### src/rtl/reorder_buffer.sv
// Sixteen-entry in-order reorder buffer: allocate at tail, complete by index, retire one entry per cycle from head.
// Latency: allocation or completion at edge N is visible to commit/bypass in cycle N+1; every output is decoded from registered state.
// Backpressure: out_full refuses allocation using the registered count, so a same-cycle commit does not free a slot until the next cycle.
// Ports: clk/reset (async, active-high); in_allocate_* -> out_allocate_idx/out_full/out_empty;
//        in_ex_* / in_mem_* completion ports (mem wins on a same-index collision);
//        in_rs1/in_rs2 -> out_rsN_bypass/_bypass_value/_pending; out_commit_* retire port; out_exception_* precise trap.
module reorder_buffer #(
  parameter int ENTRIES = 16,
  parameter int IDX_W   = 4
) (
  input  logic             clk,
  input  logic             reset,
  input  logic             in_allocate,
  input  logic [4:0]       in_allocate_rd,
  input  logic             in_allocate_write_enable,
  input  logic [31:0]      in_allocate_PC,
  output logic [IDX_W-1:0] out_allocate_idx,
  output logic             out_full,
  output logic             out_empty,
  input  logic             in_ex_complete,
  input  logic [IDX_W-1:0] in_ex_complete_idx,
  input  logic [31:0]      in_ex_complete_value,
  input  logic [2:0]       in_ex_exception_vector,
  input  logic             in_mem_complete,
  input  logic [IDX_W-1:0] in_mem_complete_idx,
  input  logic [31:0]      in_mem_complete_value,
  input  logic [2:0]       in_mem_exception_vector,
  input  logic [4:0]       in_rs1,
  input  logic [4:0]       in_rs2,
  output logic             out_rs1_bypass,
  output logic             out_rs2_bypass,
  output logic [31:0]      out_rs1_bypass_value,
  output logic [31:0]      out_rs2_bypass_value,
  output logic             out_rs1_pending,
  output logic             out_rs2_pending,
  output logic             out_commit_valid,
  output logic [4:0]       out_commit_rd,
  output logic [31:0]      out_commit_value,
  output logic             out_commit_write_enable,
  output logic             out_exception,
  output logic [2:0]       out_exception_vector,
  output logic [31:0]      out_exception_PC
);

  localparam logic [IDX_W:0] FULL_CNT = (IDX_W+1)'(ENTRIES);
  localparam logic [IDX_W:0] ONE_CNT  = (IDX_W+1)'(1);

  // Per-entry state
  logic [ENTRIES-1:0] valid_q, valid_d;
  logic [ENTRIES-1:0] cmp_q, cmp_d;
  logic [ENTRIES-1:0] we_q, we_d;
  logic [4:0]         rd_q  [ENTRIES];
  logic [4:0]         rd_d  [ENTRIES];
  logic [31:0]        pc_q  [ENTRIES];
  logic [31:0]        pc_d  [ENTRIES];
  logic [31:0]        val_q [ENTRIES];
  logic [31:0]        val_d [ENTRIES];
  logic [2:0]         exc_q [ENTRIES];
  logic [2:0]         exc_d [ENTRIES];

  logic [IDX_W-1:0]   head_q, head_d, tail_q, tail_d;
  logic [IDX_W:0]     count_q, count_d;

  logic head_done, head_exc, alloc_acc, ex_fire, mem_fire;

  // Status and retire decode, purely from registered state
  assign out_allocate_idx = tail_q;
  assign out_full         = (count_q == FULL_CNT);
  assign out_empty        = (count_q == '0);

  assign head_done = valid_q[head_q] && cmp_q[head_q];
  assign head_exc  = (exc_q[head_q] != 3'b000);

  assign out_commit_valid        = head_done && !head_exc;
  assign out_commit_rd           = out_commit_valid ? rd_q[head_q]  : 5'd0;
  assign out_commit_value        = out_commit_valid ? val_q[head_q] : 32'd0;
  assign out_commit_write_enable = out_commit_valid && we_q[head_q] && (rd_q[head_q] != 5'd0);

  assign out_exception        = head_done && head_exc;
  assign out_exception_vector = out_exception ? exc_q[head_q] : 3'b000;
  assign out_exception_PC     = out_exception ? pc_q[head_q]  : 32'd0;

  assign alloc_acc = in_allocate && !out_full && !out_exception;
  assign ex_fire   = in_ex_complete  && valid_q[in_ex_complete_idx];
  assign mem_fire  = in_mem_complete && valid_q[in_mem_complete_idx];

  // Bypass search: walk from head toward tail so the last hit is the youngest producer.
  logic [4:0]       rs      [2];
  logic [1:0]       byp, pend;
  logic [31:0]      byp_val [2];
  logic             bp_hit;
  logic [IDX_W-1:0] bp_idx, scan_idx;

  assign rs[0] = in_rs1;
  assign rs[1] = in_rs2;

  always_comb begin
    byp      = '0;
    pend     = '0;
    byp_val  = '{default: '0};
    bp_hit   = 1'b0;
    bp_idx   = '0;
    scan_idx = '0;
    for (int s = 0; s < 2; s++) begin
      bp_hit = 1'b0;
      bp_idx = '0;
      for (int k = 0; k < ENTRIES; k++) begin
        scan_idx = head_q + IDX_W'(k);
        if (valid_q[scan_idx] && we_q[scan_idx] && (rd_q[scan_idx] == rs[s]) && (rs[s] != 5'd0)) begin
          bp_hit = 1'b1;
          bp_idx = scan_idx;
        end
      end
      byp[s]     = bp_hit && cmp_q[bp_idx] && (exc_q[bp_idx] == 3'b000);
      pend[s]    = bp_hit && !cmp_q[bp_idx];
      byp_val[s] = byp[s] ? val_q[bp_idx] : 32'd0;
    end
  end

  assign out_rs1_bypass       = byp[0];
  assign out_rs2_bypass       = byp[1];
  assign out_rs1_pending      = pend[0];
  assign out_rs2_pending      = pend[1];
  assign out_rs1_bypass_value = byp_val[0];
  assign out_rs2_bypass_value = byp_val[1];

  // Next state
  always_comb begin
    valid_d = valid_q;
    cmp_d   = cmp_q;
    we_d    = we_q;
    rd_d    = rd_q;
    pc_d    = pc_q;
    val_d   = val_q;
    exc_d   = exc_q;
    head_d  = head_q;
    tail_d  = tail_q;
    count_d = count_q;

    if (out_exception) begin
      // Precise trap: everything younger than (and including) head is squashed,
      // and same-cycle completions/allocations are dropped.
      valid_d = '0;
      cmp_d   = '0;
      head_d  = '0;
      tail_d  = '0;
      count_d = '0;
    end else begin
      if (ex_fire) begin
        cmp_d[in_ex_complete_idx] = 1'b1;
        val_d[in_ex_complete_idx] = in_ex_complete_value;
        exc_d[in_ex_complete_idx] = in_ex_exception_vector;
      end
      // Applied second so it overrides the execute port on an index collision.
      if (mem_fire) begin
        cmp_d[in_mem_complete_idx] = 1'b1;
        val_d[in_mem_complete_idx] = in_mem_complete_value;
        exc_d[in_mem_complete_idx] = in_mem_exception_vector;
      end
      if (out_commit_valid) begin
        valid_d[head_q] = 1'b0;
        head_d          = head_q + IDX_W'(1);
      end
      // Tail slot is never valid when allocation is accepted, so it cannot
      // collide with a completion or with the retiring head.
      if (alloc_acc) begin
        valid_d[tail_q] = 1'b1;
        cmp_d[tail_q]   = 1'b0;
        we_d[tail_q]    = in_allocate_write_enable;
        rd_d[tail_q]    = in_allocate_rd;
        pc_d[tail_q]    = in_allocate_PC;
        val_d[tail_q]   = 32'd0;
        exc_d[tail_q]   = 3'b000;
        tail_d          = tail_q + IDX_W'(1);
      end
      unique case ({alloc_acc, out_commit_valid})
        2'b10:   count_d = count_q + ONE_CNT;
        2'b01:   count_d = count_q - ONE_CNT;
        default: count_d = count_q;
      endcase
    end
  end

  always_ff @(posedge clk or posedge reset) begin
    if (reset) begin
      valid_q <= '0;
      cmp_q   <= '0;
      we_q    <= '0;
      for (int i = 0; i < ENTRIES; i++) begin
        rd_q[i]  <= '0;
        pc_q[i]  <= '0;
        val_q[i] <= '0;
        exc_q[i] <= '0;
      end
      head_q  <= '0;
      tail_q  <= '0;
      count_q <= '0;
    end else begin
      valid_q <= valid_d;
      cmp_q   <= cmp_d;
      we_q    <= we_d;
      rd_q    <= rd_d;
      pc_q    <= pc_d;
      val_q   <= val_d;
      exc_q   <= exc_d;
      head_q  <= head_d;
      tail_q  <= tail_d;
      count_q <= count_d;
    end
  end

endmodule

### config.mk
export PLATFORM = sky130hd
export DESIGN_NAME = reorder_buffer
export DESIGN_NICKNAME = d
export VERILOG_FILES = /design/src/rtl/reorder_buffer.sv
export SDC_FILE = /design/constraint.sdc
export NUM_CORES = 2
export LEC_CHECK = 0
export CAP_MARGIN = 15
export CORE_AREA = 3 3 418 420
export CTS_CLUSTER_DIAMETER = 30
export DETAILED_ROUTE_END_ITERATION = 10
export DIE_AREA = 0 0 421 423
export PLACE_DENSITY = 0.64
export SYNTH_ARGS = -nofsm -noshare
export SYNTH_HDL_FRONTEND = slang
export SYNTH_SLANG_ARGS = --single-unit
### constraint.sdc
create_clock -name clk -period 83.4 [get_ports clk]
set_input_delay 12.51 -clock clk [delete_from_list [all_inputs] [get_ports clk]]
set_output_delay 12.51 -clock clk [all_outputs]
set_load 0.1 [all_outputs]
==> After elaboration in Yosys (flattened, before gate mapping) <==
Cells that the tools add are included.
{ "word_totals": {"register_bits": 1213, "latch_bits": 0, "ram_bits": 0, "mem_bits_ro": 0, "input_bits": 131, "out_inout_bits": 149, "elab_cells": 591, "mem_count": 0} }
{ "op_classes": {"addsub": 18, "multipliers": 0, "div": 0, "order_cmp": 49, "eq_ne": 35, "shift": 0, "muxes": 268, "bitwise": 33, "reduce_logical": 118} }
{ "ops": {"columns": ["operator", "n"], "rows": [
  ["$mux 512", 5],
  ["$bwmux 512", 3],
  ["$and 512x512->512", 1],
  ["$bmux 32 s4", 4],
  ["$not 512->512", 1],
  ["$mux 32", 15],
  ["$demux 32 s4", 3],
  ["$bmux 5 s4", 16],
  ["$mux 48", 5],
  ["$mux 5", 35],
  ["$eq 5x5->1", 32],
  ["$mux 16", 10],
  ["$bmux 1 s4", 37],
  ["$mux 4", 36],
  ["$ge 5x5->1 const B", 21],
  ["$lt 4x5->1 const B", 21],
  ["$not 4->5", 21],
  ["$logic_and 1x1->1", 102],
  ["$bwmux 48", 2],
  ["$bwmux 80", 1],
  ["$mux 1", 73],
  ["$and 48x48->48", 1],
  ["$not 48->48", 1],
  ["$or 16x16->16", 3],
  ["other kinds (28)", 72]
]} }

==> Depth between registers and ports, before layout <==
{ "depth": {"word_depth": 30, "ltp_mapped": 31, "ltp_nobuf": 17} }

==> Worst setup path before layout <==
No wires, ideal clock.
{ "synth_timing": {"path_kind": "input to output", "start": "input in_rs2[4]", "end": "output out_rs2_bypass_value[11]", "arrival_ps": 19165, "setup_slack_ps": 51725, "path_stages": 18, "n_path_buf": 5, "path_cell_list": "clkbuf_1 > clkbuf_1 > buf_1 > xnor2_1 > nand3_1 > nor4_4 > nand2_1 > a31o_1 > o211a_1 > a211oi_2 > nor2_1 > buf_2 > or3_1 > a211o_1 > and4_1 > or2_1 > buf_6 > nor4_1"} }
{ "synth_between": {"elab_chain_cells": 26, "elab_cells_between_ends": 94, "cone_classes": "eq/ne (16); mux (41); bitwise (1); reduce/logical (36)"} }
{ "synth_rtl": {"columns": ["item", "line", "source"], "rows": [
  ["from (decl)", "29", "input logic [4:0] in_rs2,"],
  ["$eq 5x5->1", "109", "if (valid_q[scan_idx] && we_q[scan_idx] && (rd_q[scan_idx] == rs[s]) && (rs[s] != 5'd0)) begin"],
  ["$logic_and 1x1->1 (2 in a row)", "109", null],
  ["$mux 4 (16 in a row)", "109", null],
  ["$not 4->5 (implied by the code)", "114, 116", null],
  ["$bmux 3 s4", "114", "byp[s] = bp_hit && cmp_q[bp_idx] && (exc_q[bp_idx] == 3'b000);"],
  ["$mux 3 (implied by the code) (2 in a row)", "114", null],
  ["$logic_not 3->1", "114", null],
  ["$logic_and 1x1->1", "114", null],
  ["$mux 32 (*)", "116", "byp_val[s] = byp[s] ? val_q[bp_idx] : 32'd0;"],
  ["to (decl)", "33", "output logic [31:0] out_rs2_bypass_value,"]
]} }
Mark *: on every way between the ends. The rest lies on a longest branch, timed or not. The select of a mux whose other input is x is not followed.

==> Worst setup path after layout <==
{ "layout_timing": {"start": "input in_rs2[0]", "end": "output out_rs2_bypass_value[25]"} }
The elaborated chain is that of the path after synthesis.

==> flow_metrics.py <==
metrics = {
    "outcome": {
        "status": "finished, violations left",
        "violations": "design-rule violations",
    },
    "final_layout": {
        "nNetsFinal": 8370,
        "syn2layout_area_growth_pct": 17.35,
        "fin_cells": 10780,
        "final_util_pct": 58.61,
        "drive_gt1_share_pct": 23.60,
    },
    "cts": {
        "clkSlewWorstSetupHoldPaths_ns": 0.04,
        "cts_made_buffers": 318,
        "cts-root-buf": "clkbuf_16",
        "cts.sinks": 1213,
        "cts_resized": 0,
        "cts.path.max_buffers": 4,
        "h-tree-depth": 5,
        "cts_hold_buffers": 0,
        "cts_tree": "yes",
        "post_cts_buffers": 0,
        "clk_latency_ns": 0.94,
    },
    "floorplanning": {
        "io_pins": 280,
        "coreArea_um2": 171400,
        "dieHeight_um": 423,
        "die-area_um2": 178100,
        "dieWidth_um": 421,
        "fp-row-count": 152,
        "initial_core_util_pct": 49.94,
    },
    "sta": {
        "max_slew_margin_pct": 13.78,
        "setup-violations-final": 0,
        "hold_viol_final": 0,
        "rsz0062_at_grt": "no",
        "finalClockSkew_ns": 0.07995,
        "post-route-period-util_pct": 40.79,
        "tns_ns": 0,
        "finalMaxSlewViolations": 0,
        "max_freq_ghz": 0.02940,
        "min_period_ns": 34.02,
        "worstMarginPinSlew_ns": 1.293,
    },
    "routing": {
        "drc": 1,
        "wire_per_inst_um": 31.65,
        "drt_iter0_markers": 10080,
        "wirelength_mm": 341.1,
        "vias_per_cell": 6.963,
        "ant_nets": 0,
        "first_pass_iters": 11,
        "vias": 75030,
    },
    "synth": {
        "synthCells": 8370,
        "synth_cell_types": 91,
        "yosys_warnings": 0,
        "syn-num-nets": 8522,
        "synth.cells.most_frequent": "nand2_1, dfrtp_1, clkbuf_1",
        "synth.yosys.seq_area_share_pct": 35.47,
        "synth_most_common_cell": "nand2_1",
        "synth_edf_count": 0,
        "synth_top_cell_by_area": "dfrtp_1",
        "ys_seq_elements": 1213,
        "synth_area_per_cell_um2": 10.22,
        "netlist_top_cells_area": "dfrtp_1, mux4_2, mux2_2",
        "netlist_area_um2": 85580,
        "ys.flop_type": "dfrtp_1",
        "synth_top_area_share_pct": 35.47,
        "ys_async_sr_fraction_pct": 100.0,
    },
    "placed_design": {
        "dp_cells": 10210,
        "portBuffers": 279,
        "gp_congestion": 1.043,
        "dp_hpwl_mm": 189.6,
    },
    "hold_path": {
        "min_path_type": "flop to flop",
        "hold_start": "pc_q[440]$_DFFE_PP0P_",
    },
    "critical_path": {
        "crit_required_ns": 70.89,
        "rr_startpoint": "head_q[0]$_DFFE_PP0P_",
        "worst-setup-path-type": "input pin to output pin",
        "crit_path_end": "out_rs2_bypass_value[25]",
        "cp-end-kind": "output pin",
        "startpoint": "in_rs2[0]",
        "rr_endpoint": "val_q[142]$_DFFE_PP0N_",
        "crit_fanout": 150,
        "crit_arrival_ns": 21.51,
        "start_kind": "input pin",
        "r2r_slack_ns": 76.20,
        "ff2ff_path_depth": 10,
    },
    "global_routing": {
        "grt_pass1_vias": 72970,
        "antenna_found_initial": 31,
        "grt_pass1_wl_mm": 502.7,
        "grt.overflow.total": 0,
        "grt.total_usage_pct": 37.41,
        "grt_max_degree": 220,
    },
    "run": {
        "max_cap_violations": 0,
    },
    "pwr": {
        "power_density_nw_per_um2": 45.30,
        "leakage_nw": 39.19,
        "ir_worst_vdd_v": 0.00003609,
    },
}
[flip-flops by register name, summed over array words and instances, names as in the netlist]
register / count
valid_q: 16
pc_q: 512
head_q: 4
rd_q: 80
we_q: 16
count_q: 5
exc_q: 48
out_allocate_idx: 4
val_q: 512
cmp_q: 16
[through the flow]
step           instance area (um^2)  power (mW)  hold slack, ns  setup WS, ns
2_1_floorplan                 85580       2.567          0.4739         36.71
3_3_place_gp                  89590       3.190          0.4813         49.35
3_5_place_dp                  89630       3.248          0.4872         49.57
4_1_cts                      100300       4.491          0.4960         49.64
5_1_grt                      100400       4.725          0.5028         49.30
6_report                     100400       4.550          0.4957         49.38
[worst min path at each step]
stage                                  endpoint  cells past startpoint
after floorplan           pc_q[160]$_DFFE_PP0P_                      1
after global placement    pc_q[174]$_DFFE_PP0P_                      1
after detailed placement  pc_q[440]$_DFFE_PP0P_                      1
after CTS                 pc_q[440]$_DFFE_PP0P_                      1
after global routing      pc_q[268]$_DFFE_PP0P_                      1
final                     pc_q[440]$_DFFE_PP0P_                      1
[cell families (layout without fill, tap and decap cells)]
family                   Yosys count  in the layout  share of synthesized area, %
AO/OA/AOI/OAI                   1850           1850                         15.16
XOR/XNOR                         171            171                         1.785
adder cells (fa/ha/maj)           21             21                        0.3158
buffers and inverters            943           1021                         4.414
flip-flops                      1213           1213                         35.47
multiplexers                    1869           1869                         30.80
other                              0             18                             0
AND/OR/NAND/NOR                 2303           2303                         12.05
[layout make-up]
| class | instances | area [um^2] |
|---|---|---|
| Sequential cell | 1213 | 30370 |
| Multi-Input combinational cell | 6214 | 52160 |
| Timing Repair Buffer | 441 | 4116 |
| Clock buffer | 423 | 9060 |
| Antenna cell | 18 | 45.04 |
| Inverter | 30 | 136.4 |
| Clock inverter | 127 | 1648 |
| Fill cell | 13950 | 70930 |
| Tap cell | 2310 | 2890 |
[layout by cell type (no fill, tap or decap), types with 213 or more instances in the layout]
| master | n |
|---|---|
| clkbuf_16 | 324 |
| mux2_2 | 628 |
| nand3_1 | 268 |
| o21ai_0 | 456 |
| a22o_1 | 566 |
| dfrtp_1 | 1209 |
| nor2_1 | 213 |
| mux4_2 | 548 |
| mux2i_1 | 686 |
| a21oi_1 | 217 |
| nand2_1 | 1297 |
| clkdlybuf4s50_1 | 277 |
[layer usage]
layer / up-vias / global-route usage [%] / share of wire (%) / wire length, um
met5: - / 0.2957 / 0.042 / 143
met4: 12 / 25.92 / 7.7 / 26260
met3: 1331 / 8.598 / 10 / 33950
met2: 4893 / 56.71 / 45 / 152700
met1: 37700 / 47.61 / 38 / 128000
li1: 31100 / - / - / -
[where the power goes]
| part | internal, mW | switching, mW | leakage, nW | total [mW] |
|---|---|---|---|---|
| Sequential | 0.831 | 0.254 | 15.6 | 1.09 |
| Combinational | 0.903 | 1.33 | 18.4 | 2.23 |
| Clock | 0.859 | 0.371 | 5.24 | 1.23 |
| Total | 2.59 | 1.96 | 39.2 | 4.55 |
[critical path, cell delays in order]
cell             delay, ns
clkdlybuf4s50_1       0.45
buf_4                 0.33
nor3_1                0.13
and2_1                0.41
a21oi_1               0.30
nor4bb_1              0.87
or3_1                 0.23
a311oi_1              0.08
or2_1                 0.31
nor2_4                0.69
buf_12                0.53
mux2i_1               0.18
a32oi_1               0.22
nand4_1               0.70
or2_2                 0.57
buf_4                 0.36
nor3_2                0.95
clkdlybuf4s50_1       1.30
Power figures use the tool's default switching activity.
